File: src/rtl/fish_pkg.sv
// Shared constants and state encoding for the fish sprite controller.
package fish_pkg;

  localparam int unsigned SPRITE_W = 32;
  localparam int unsigned SPRITE_H = 16;
  localparam logic [11:0] TRANSPARENT = 12'h0F0;

  typedef enum logic [1:0] {
    StIdle   = 2'd0,
    StSwimR  = 2'd1,
    StSwimL  = 2'd2,
    StCaught = 2'd3
  } fish_state_e;

endpackage

File: src/rtl/fish_motion.sv
// Fish motion FSM: swim direction, x position, animation frame and respawn timer.
// Everything except the catch transition advances only on refresh_tick.
module fish_motion
  import fish_pkg::*;
#(
  parameter int unsigned X_MIN         = 0,
  parameter int unsigned X_MAX         = 640,
  parameter int unsigned X_INIT        = 100,
  parameter int unsigned SPEED         = 1,
  parameter int unsigned ANIM_TICKS    = 8,
  parameter int unsigned RESPAWN_TICKS = 120
) (
  input  logic        clk,
  input  logic        reset_n,
  input  logic        refresh_tick,
  input  logic        enable,
  input  logic        caught,
  output fish_state_e state,
  output logic [9:0]  x,
  output logic        rom_sel
);

  localparam logic [9:0]  XRight    = 10'(X_MAX - SPRITE_W);
  localparam logic [9:0]  XMinVal   = 10'(X_MIN);
  localparam logic [9:0]  XInitVal  = 10'(X_INIT);
  localparam logic [9:0]  Speed10   = 10'(SPEED);
  localparam logic [10:0] Speed11   = 11'(SPEED);
  localparam logic [10:0] XLeftLim  = 11'(X_MIN + SPEED);
  localparam logic [15:0] AnimLast  = 16'(ANIM_TICKS - 1);
  localparam logic [15:0] RespLast  = 16'(RESPAWN_TICKS - 1);

  fish_state_e state_q, state_d;
  logic [9:0]  x_q, x_d;
  logic        sel_q, sel_d;
  logic [15:0] anim_q, anim_d;
  logic [15:0] resp_q, resp_d;
  logic        anim_adv;
  logic [10:0] x_plus;

  assign x_plus = {1'b0, x_q} + Speed11;

  always_ff @(posedge clk or negedge reset_n) begin
    if (!reset_n) begin
      state_q <= StIdle;
      x_q     <= XInitVal;
      sel_q   <= 1'b0;
      anim_q  <= '0;
      resp_q  <= '0;
    end else begin
      state_q <= state_d;
      x_q     <= x_d;
      sel_q   <= sel_d;
      anim_q  <= anim_d;
      resp_q  <= resp_d;
    end
  end

  always_comb begin
    state_d  = state_q;
    x_d      = x_q;
    sel_d    = sel_q;
    anim_d   = anim_q;
    resp_d   = resp_q;
    anim_adv = 1'b0;

    // A catch pulse beats a coincident refresh tick.
    if (caught && (state_q == StSwimR || state_q == StSwimL)) begin
      state_d = StCaught;
      resp_d  = '0;
    end else if (refresh_tick) begin
      unique case (state_q)
        StIdle: begin
          if (enable) state_d = StSwimR;
        end
        StSwimR: begin
          if (!enable) begin
            state_d = StIdle;
          end else begin
            anim_adv = 1'b1;
            if (x_plus >= {1'b0, XRight}) begin
              x_d     = XRight;
              state_d = StSwimL;
            end else begin
              x_d = x_plus[9:0];
            end
          end
        end
        StSwimL: begin
          if (!enable) begin
            state_d = StIdle;
          end else begin
            anim_adv = 1'b1;
            if ({1'b0, x_q} <= XLeftLim) begin
              x_d     = XMinVal;
              state_d = StSwimR;
            end else begin
              x_d = x_q - Speed10;
            end
          end
        end
        StCaught: begin
          if (resp_q == RespLast) begin
            state_d = StSwimR;
            x_d     = XInitVal;
            resp_d  = '0;
          end else begin
            resp_d = resp_q + 16'd1;
          end
        end
      endcase
    end

    if (anim_adv) begin
      if (anim_q == AnimLast) begin
        anim_d = '0;
        sel_d  = ~sel_q;
      end else begin
        anim_d = anim_q + 16'd1;
      end
    end
  end

  assign state   = state_q;
  assign x       = x_q;
  assign rom_sel = sel_q;

endmodule

File: src/rtl/fish_sprite_ctrl.sv
// Fish sprite sequencer: ROM addressing from scan position, hit detection and
// a two-stage pipeline that aligns the hit flag with the 1-cycle ROM and keys transparency.
module fish_sprite_ctrl
  import fish_pkg::*;
#(
  parameter int unsigned X_MIN         = 0,
  parameter int unsigned X_MAX         = 640,
  parameter int unsigned X_INIT        = 100,
  parameter int unsigned Y_POS         = 300,
  parameter int unsigned SPEED         = 1,
  parameter int unsigned ANIM_TICKS    = 8,
  parameter int unsigned RESPAWN_TICKS = 120
) (
  input  logic        clk,
  input  logic        reset_n,
  input  logic        refresh_tick,
  input  logic        enable,
  input  logic        caught,
  input  logic        video_on,
  input  logic [9:0]  pixel_x,
  input  logic [9:0]  pixel_y,
  output logic [3:0]  rom_row,
  output logic [4:0]  rom_col,
  output logic        rom_sel,
  input  logic [11:0] color_in,
  output logic        fish_on,
  output logic [11:0] rgb,
  output logic [9:0]  fish_x,
  output logic [9:0]  fish_y,
  output logic [1:0]  fish_state
);

  localparam logic [10:0] YTop = 11'(Y_POS);
  localparam logic [10:0] YEnd = 11'(Y_POS + SPRITE_H);
  localparam logic [10:0] SprW = 11'(SPRITE_W);
  localparam logic [3:0]  YLow = 4'(Y_POS);

  fish_state_e state;
  logic [9:0]  x;
  logic [10:0] px, py, x_lo, x_hi;
  logic [4:0]  dx;
  logic        hit, hit_d;
  logic        fish_on_q;
  logic [11:0] rgb_q;

  fish_motion #(
    .X_MIN         (X_MIN),
    .X_MAX         (X_MAX),
    .X_INIT        (X_INIT),
    .SPEED         (SPEED),
    .ANIM_TICKS    (ANIM_TICKS),
    .RESPAWN_TICKS (RESPAWN_TICKS)
  ) u_motion (
    .clk          (clk),
    .reset_n      (reset_n),
    .refresh_tick (refresh_tick),
    .enable       (enable),
    .caught       (caught),
    .state        (state),
    .x            (x),
    .rom_sel      (rom_sel)
  );

  // Offsets only need their low bits; the box test below guarantees they are in range.
  assign dx      = pixel_x[4:0] - x[4:0];
  assign rom_row = pixel_y[3:0] - YLow;
  assign rom_col = (state == StSwimL) ? (5'd31 - dx) : dx;

  // 11-bit compares so x+32 never wraps.
  assign px   = {1'b0, pixel_x};
  assign py   = {1'b0, pixel_y};
  assign x_lo = {1'b0, x};
  assign x_hi = x_lo + SprW;

  assign hit = video_on && (px >= x_lo) && (px < x_hi) && (py >= YTop) && (py < YEnd)
               && (state != StCaught);

  always_ff @(posedge clk or negedge reset_n) begin
    if (!reset_n) begin
      hit_d     <= 1'b0;
      fish_on_q <= 1'b0;
      rgb_q     <= '0;
    end else begin
      hit_d     <= hit;
      fish_on_q <= hit_d && (color_in != TRANSPARENT);
      rgb_q     <= (hit_d && (color_in != TRANSPARENT)) ? color_in : 12'h000;
    end
  end

  assign fish_on    = fish_on_q;
  assign rgb        = rgb_q;
  assign fish_x     = x;
  assign fish_y     = 10'(Y_POS);
  assign fish_state = state;

endmodule

File: config.mk
export PLATFORM = sky130hd
export DESIGN_NAME = fish_sprite_ctrl
export DESIGN_NICKNAME = d
export VERILOG_FILES = /design/src/rtl/fish_pkg.sv /design/src/rtl/fish_motion.sv /design/src/rtl/fish_sprite_ctrl.sv
export SDC_FILE = /design/constraint.sdc
export NUM_CORES = 1
export LEC_CHECK = 0
export CAP_MARGIN = 20
export CORE_MARGIN = 2
export CORE_UTILIZATION = 47
export DETAILED_ROUTE_END_ITERATION = 8
export GPL_TIMING_DRIVEN = 0
export PLACE_DENSITY = 0.77
export SETUP_SLACK_MARGIN = 0.15
export SYNTH_ARGS = -nofsm -noshare
export SYNTH_HDL_FRONTEND = slang
export SYNTH_SLANG_ARGS = --single-unit
File: constraint.sdc
create_clock -name clk -period 2.3 [get_ports clk]
set_input_delay 0.23 -clock clk [delete_from_list [all_inputs] [get_ports clk]]
set_output_delay 0.23 -clock clk [all_outputs]
set_load 0.005 [all_outputs]
Word-level counts from Yosys, hierarchy flattened
Cells that the tools add are included.
Widths: inputs -> output; s select.
{"block": "word_totals", "reg_bits": 59, "input_bits": 38, "out_inout_bits": 45}
{"block": "op_classes", "addsub": 8, "n_lt_le_gt_ge": 6, "n_eq_ne": 14, "mux": 26, "n_bitwise": 2, "reduce_logical": 17}
{"op": "$mux 16", "n": 5}
{"op": "$mux 10", "n": 5}
{"op": "$add 16x1->16 const B", "n": 2}
{"op": "$pmux 10 s3", "n": 1}
{"op": "$eq 16x3->1 const B", "n": 1}
{"op": "$eq 16x7->1 const B", "n": 1}
{"op": "$mux 2", "n": 8}
{"op": "$mux 12", "n": 1}
{"op": "$ne 12x8->1 const B", "n": 1}
{"op": "$add 10x1->11 const B", "n": 1}
{"op": "$add 10x6->11 const B", "n": 1}
{"op": "$ge 11x10->1 const B", "n": 1}
{"op": "$lt 10x11->1", "n": 1}
{"op": "$ge 10x10->1", "n": 1}
{"op": "$ge 10x9->1 const B", "n": 1}
{"op": "$le 10x1->1 const B", "n": 1}
{"op": "$lt 10x9->1 const B", "n": 1}
{"op": "$sub 10x1->10 const B", "n": 1}
{"op": "$pmux 2 s4", "n": 1}
{"op": "$logic_and 1x1->1", "n": 7}
{"op": "$ne 2x2->1 const B", "n": 3}
{"op": "$reduce_and 6->1", "n": 1}
{"op": "$mux 5", "n": 1}
{"op": "$reduce_and 5->1", "n": 1}
{"op": "18 further kinds", "n": 25}

Depth between registers and ports, before layout
{"block": "logic_depth", "word_depth": 7, "mapped_depth": 10, "mapped_depth_nobuf": 9}

Modules after synthesis
From an unflattened synthesis, not the netlist that was laid out.
{"block": "hier_totals", "cells_unflattened": 460, "hier_area_um2": 3968.8}
{"module": "fish_motion", "n_inst": 1, "cells_per_inst": 331, "area_per_inst_um2": 2802.7}
{"module": "fish_sprite_ctrl", "n_inst": 1, "cells_per_inst": 129, "area_per_inst_um2": 1166.1}

Worst setup path before layout
No wires, ideal clock.
{"block": "synth_timing", "path_kind": "register -> register", "start": "reg u_motion.x_q[5] (netlist: u_motion.x[5])", "end": "reg hit_d", "arrival_ns": 2.207, "t_required_ns": 2.206, "slack_ns": -0.001, "path_stages_with_launch": 9, "n_path_buf": 1, "cell_sequence": "dfstp_2 > clkbuf_1 > inv_1 > ha_1 > inv_1 > ha_1 > a2111oi_0 > a21oi_1 > a211oi_1"}
{"block": "synth_via", "elab_chain_cells": 6, "elab_cells_between_ends": 8, "cone_classes": "add/sub: 1; order compare: 2; reduce/logical: 5"}
{"element": "start: declaration", "line_no": "fish_motion.sv:33", "text": "logic [9:0] x_q, x_d;"}
{"element": "start signal: assignment", "line_no": "fish_motion.sv:45", "text": "x_q <= XInitVal;"}
{"element": "$add 10x6->11 or $ge 10x10->1 (tied branches)", "line_no": "fish_sprite_ctrl.sv:73, fish_sprite_ctrl.sv:75"}
{"element": "$lt 10x11->1 or $logic_and 1x1->1 (tied branches)", "line_no": "fish_sprite_ctrl.sv:75", "text": "assign hit = video_on && (px >= x_lo) && (px < x_hi) && (py >= YTop) && (py < YEnd)"}
{"element": "$logic_and 1x1->1 * (3 in series)", "line_no": "fish_sprite_ctrl.sv:75"}
{"element": "$logic_and 1x1->1 *", "line_no": "fish_sprite_ctrl.sv:76", "text": "&& (state != StCaught);"}
{"element": "via hit", "line_no": "fish_sprite_ctrl.sv:42", "text": "logic hit, hit_d;"}
{"element": "end signal: assignment", "line_no": "fish_sprite_ctrl.sv:84", "text": "hit_d <= hit;"}
{"element": "end: declaration", "line_no": "fish_sprite_ctrl.sv:42"}
Mark *: on every way through the listed nets, which the timed path passes. The rest lies on a longest branch.
A chain may end at the register's enable or synchronous reset.

Worst setup path after layout
{"block": "layout_timing", "start": "reg u_motion.resp_q[0]", "end": "reg u_motion.x_q[8] (netlist: u_motion.x[8])"}
{"block": "layout_via", "elab_chain_cells": 3}
{"element": "start: declaration", "line_no": "fish_motion.sv:36", "text": "logic [15:0] resp_q, resp_d;"}
{"element": "start signal: assignment", "line_no": "fish_motion.sv:54", "text": "resp_q <= resp_d;"}
{"element": "$eq 16x7->1", "line_no": "fish_motion.sv:102", "text": "if (resp_q == RespLast) begin"}
{"element": "$ne 2x1->1 (no line)"}
{"element": "$reduce_and 6->1 (no line)"}
Every way passes these cells.

==> flow_summary.ini <==
[power_and_ir_drop]
pwr-share-clk = 0.169
intPower_w = 0.00371
p_leak_nw = 2.66
seq_power_share = 0.217
peakVddDrop_mv = 0.486
p_switching_w = 0.00258
switching_share = 0.410
power_density_nw_per_um2 = 1050
p_comb_frac = 0.614

[drt]
wl_per_cell_um = 17.1
drcViolationCount = 0
vias = 3937
routed_wl_mm = 11.7
ant_nets = 0
drt_first_iter_violations = 367
first_pass_iters = 5
routed_via_density = 5.74

[die]
core_area_um2 = 8260
fp-row-count = 33
die_w_um = 96.7
start_util = 0.489
pin_count = 83
die_h_um = 96.7
die-area_um2 = 9350

[sta]
slew_viol_final = 0
rsz0062_at_grt = yes
fin_crit_ns = 2.32
min_period_over_period = 1.01
skew_ns = 0.0105
slew_headroom = 0.559
tightest_slew_ns = 0.661
max_freq_ghz = 0.431
setup_slack_ns = -0.0178
setup_violations = 2
finalHoldViolations = 0

[critical_path]
critPathTopFamily = simple AND/OR/NAND/NOR gates
worst_path_max_delay_cell = or4b_4
rrSetupSlack_ns = -0.02
cp.buffers_inverters = 0
arrival_ns = 2.58
worst-path-max-fanout = 4
startpoint_type = register
critical_path_required_ns = 2.56
slowest_delay_ns = 0.64
crit_chain = ha_4 > and4bb_2 > a41oi_4 > or4b_4 > o31ai_1 > a21oi_1 > a31oi_1
cp-end-kind = register
critPathKind = register to register

[job]
cap_violations = 0

[final_layout]
drive_gt1_frac = 0.305
num_antenna_cells = 0
nNetsFinal = 642
fin_cells = 686
synthToLayoutAreaGrowth_pct = 48.3
n_fill_cell = 586

[synthesis]
synth_top_area_share = 0.347
synth_ff_type = dfrtp_1
synth.most_common_cell = dfrtp_1
yosysWarnings = 0
synth_top_area_cell = dfrtp_1
ys_ff_latch = 59
synthDistinctLibCells = 66
synth-edff-count = 0
seq_area_frac_synth = 0.367
syn_area_per_cell_um2 = 9.24
ys_top_cells_by_count = dfrtp_1, nand2_1, nor2_1, xnor2_1, ha_1
synth_area_um2 = 4040
synth.area.top_cells = dfrtp_1, ha_1, xnor2_1, nand2_1, o21ai_0
netlist_instances = 437
async_reset_ff_frac = 1.00

[grt]
grt_pass1_vias = 3717
grt_max_degree = 33
overflow = 0
grt.total_usage = 0.228
grt_pass1_wl_mm = 17.8
antenna_found_initial = 0

[placement]
port_buffers = 70
gp_congestion = 0.916
dp.cells = 621
pre_cts_ws_ns = -0.253
dp_hpwl_mm = 7.25

[clocking]
cts_buffers = 9
cts_root_buf = clkbuf_8
path_clk_slew_ns = 0.08
clock_latency_ns = 0.35
cts_tree = yes
clock_path_buffers = 2
htree_levels = 3
cts_sinks = 59

[run_status]
failed_checks = setup timing
status = complete, but fails checks

[worst_hold_path]
hold_class = primary input to asynchronous set/reset pin
[state kept, by name, indices dropped and copies added, names as in the netlist]
register	cells
fish_on	1
hit_d	1
rgb	12
u_motion.anim_q	16
u_motion.resp_q	16
u_motion.rom_sel	1
u_motion.state	2
u_motion.x	10
[power by group through the flow]
stage / sequential [W] / combinational (W) / clock (W)
floorplan: 0.00134 / 0.00176 / 0
CTS: 0.00134 / 0.00330 / 0.00108
global route: 0.00138 / 0.00416 / 0.00115
detailed placement: 0.00137 / 0.00266 / 0
finish: 0.00136 / 0.00386 / 0.00107
global placement: 0.00136 / 0.00259 / 0
[through the flow]
stage | TNS, ns | hold WS [ns] | util | power [W] | area [um^2]
after floorplan | 0 | -0.0656 | - | 0.00309 | 4100
after global placement | -45.92 | 0.460 | 0.597 | 0.00395 | 4930
after detailed placement | -1.65 | 0.288 | 0.599 | 0.00402 | 4950
after CTS | 0 | 0.456 | 0.685 | 0.00572 | 5660
after global routing | -0.233 | 0.494 | 0.725 | 0.00668 | 5990
final | -0.0257 | 0.454 | 0.725 | 0.00629 | 5990
[layer usage]
layer | part of all wire | routed length, um | GRT usage
met1 | 0.42 | 4920 | 0.293
met2 | 0.50 | 5800 | 0.383
met3 | 0.065 | 758 | 0.0506
met4 | 0.020 | 238 | 0.0704
met5 | 0 | 0 | 0
[placed cells by master (no fill, tap or decap), types with 13 or more instances in the layout]
cell type and n:
nor2_1 24, clkbuf_8 13, and2_1 14, o21ai_0 17, dfrtp_1 51, clkdlybuf4s50_1 65, xnor2_1 29, inv_1 16
nand3_1 17, nand2_1 33, ha_1 15, buf_4 56
[final timing paths]
check / start / to / cells past startpoint
max: u_motion.resp_q[0] / u_motion.x[8] / 7
min: reset_n / rgb[10] / 2
max reg2reg: u_motion.resp_q[0] / u_motion.x[8] / 7
min reg2reg: u_motion.rom_sel / u_motion.rom_sel / 1
max in group asynchronous: reset_n / u_motion.x[2] / 3
min in group clk: u_motion.rom_sel / u_motion.rom_sel / 1
[final cells by class]
cell class	instances	area, um^2	share of cell area
Buffer	25	235	0.0393
Clock buffer	9	124	0.0207
Clock inverter	7	100	0.0167
Inverter	24	98.8	0.0165
Multi-Input combinational cell	337	2700	0.451
Sequential cell	59	1490	0.248
Tap cell	105	131	0.0219
Timing Repair Buffer	120	1110	0.186
[cells by family (layout without fill, tap and decap cells)]
logic type	Yosys count	in the layout	synth area share
AND/OR/NAND/NOR	168	168	0.234
AO/OA/AOI/OAI	86	86	0.143
flip-flops	59	59	0.367
buffers and inverters	49	185	0.0663
XOR/XNOR	40	40	0.0868
adder cells (fa/ha/maj)	28	28	0.0886
multiplexers	5	5	0.0124
other	2	10	0.00186
[what timing repair did]
item                                    4_1_cts  5_1_grt
setup buffers                                25       20
gates cloned                                  2        1
gates resized for setup                      67       46
pin swaps                                    13       23
hold endpoints to repair                     25        0
endpoints found under the setup margin       30       30
hold buffers                                  1        0
Note: power is estimated with default switching activity, not from simulation.
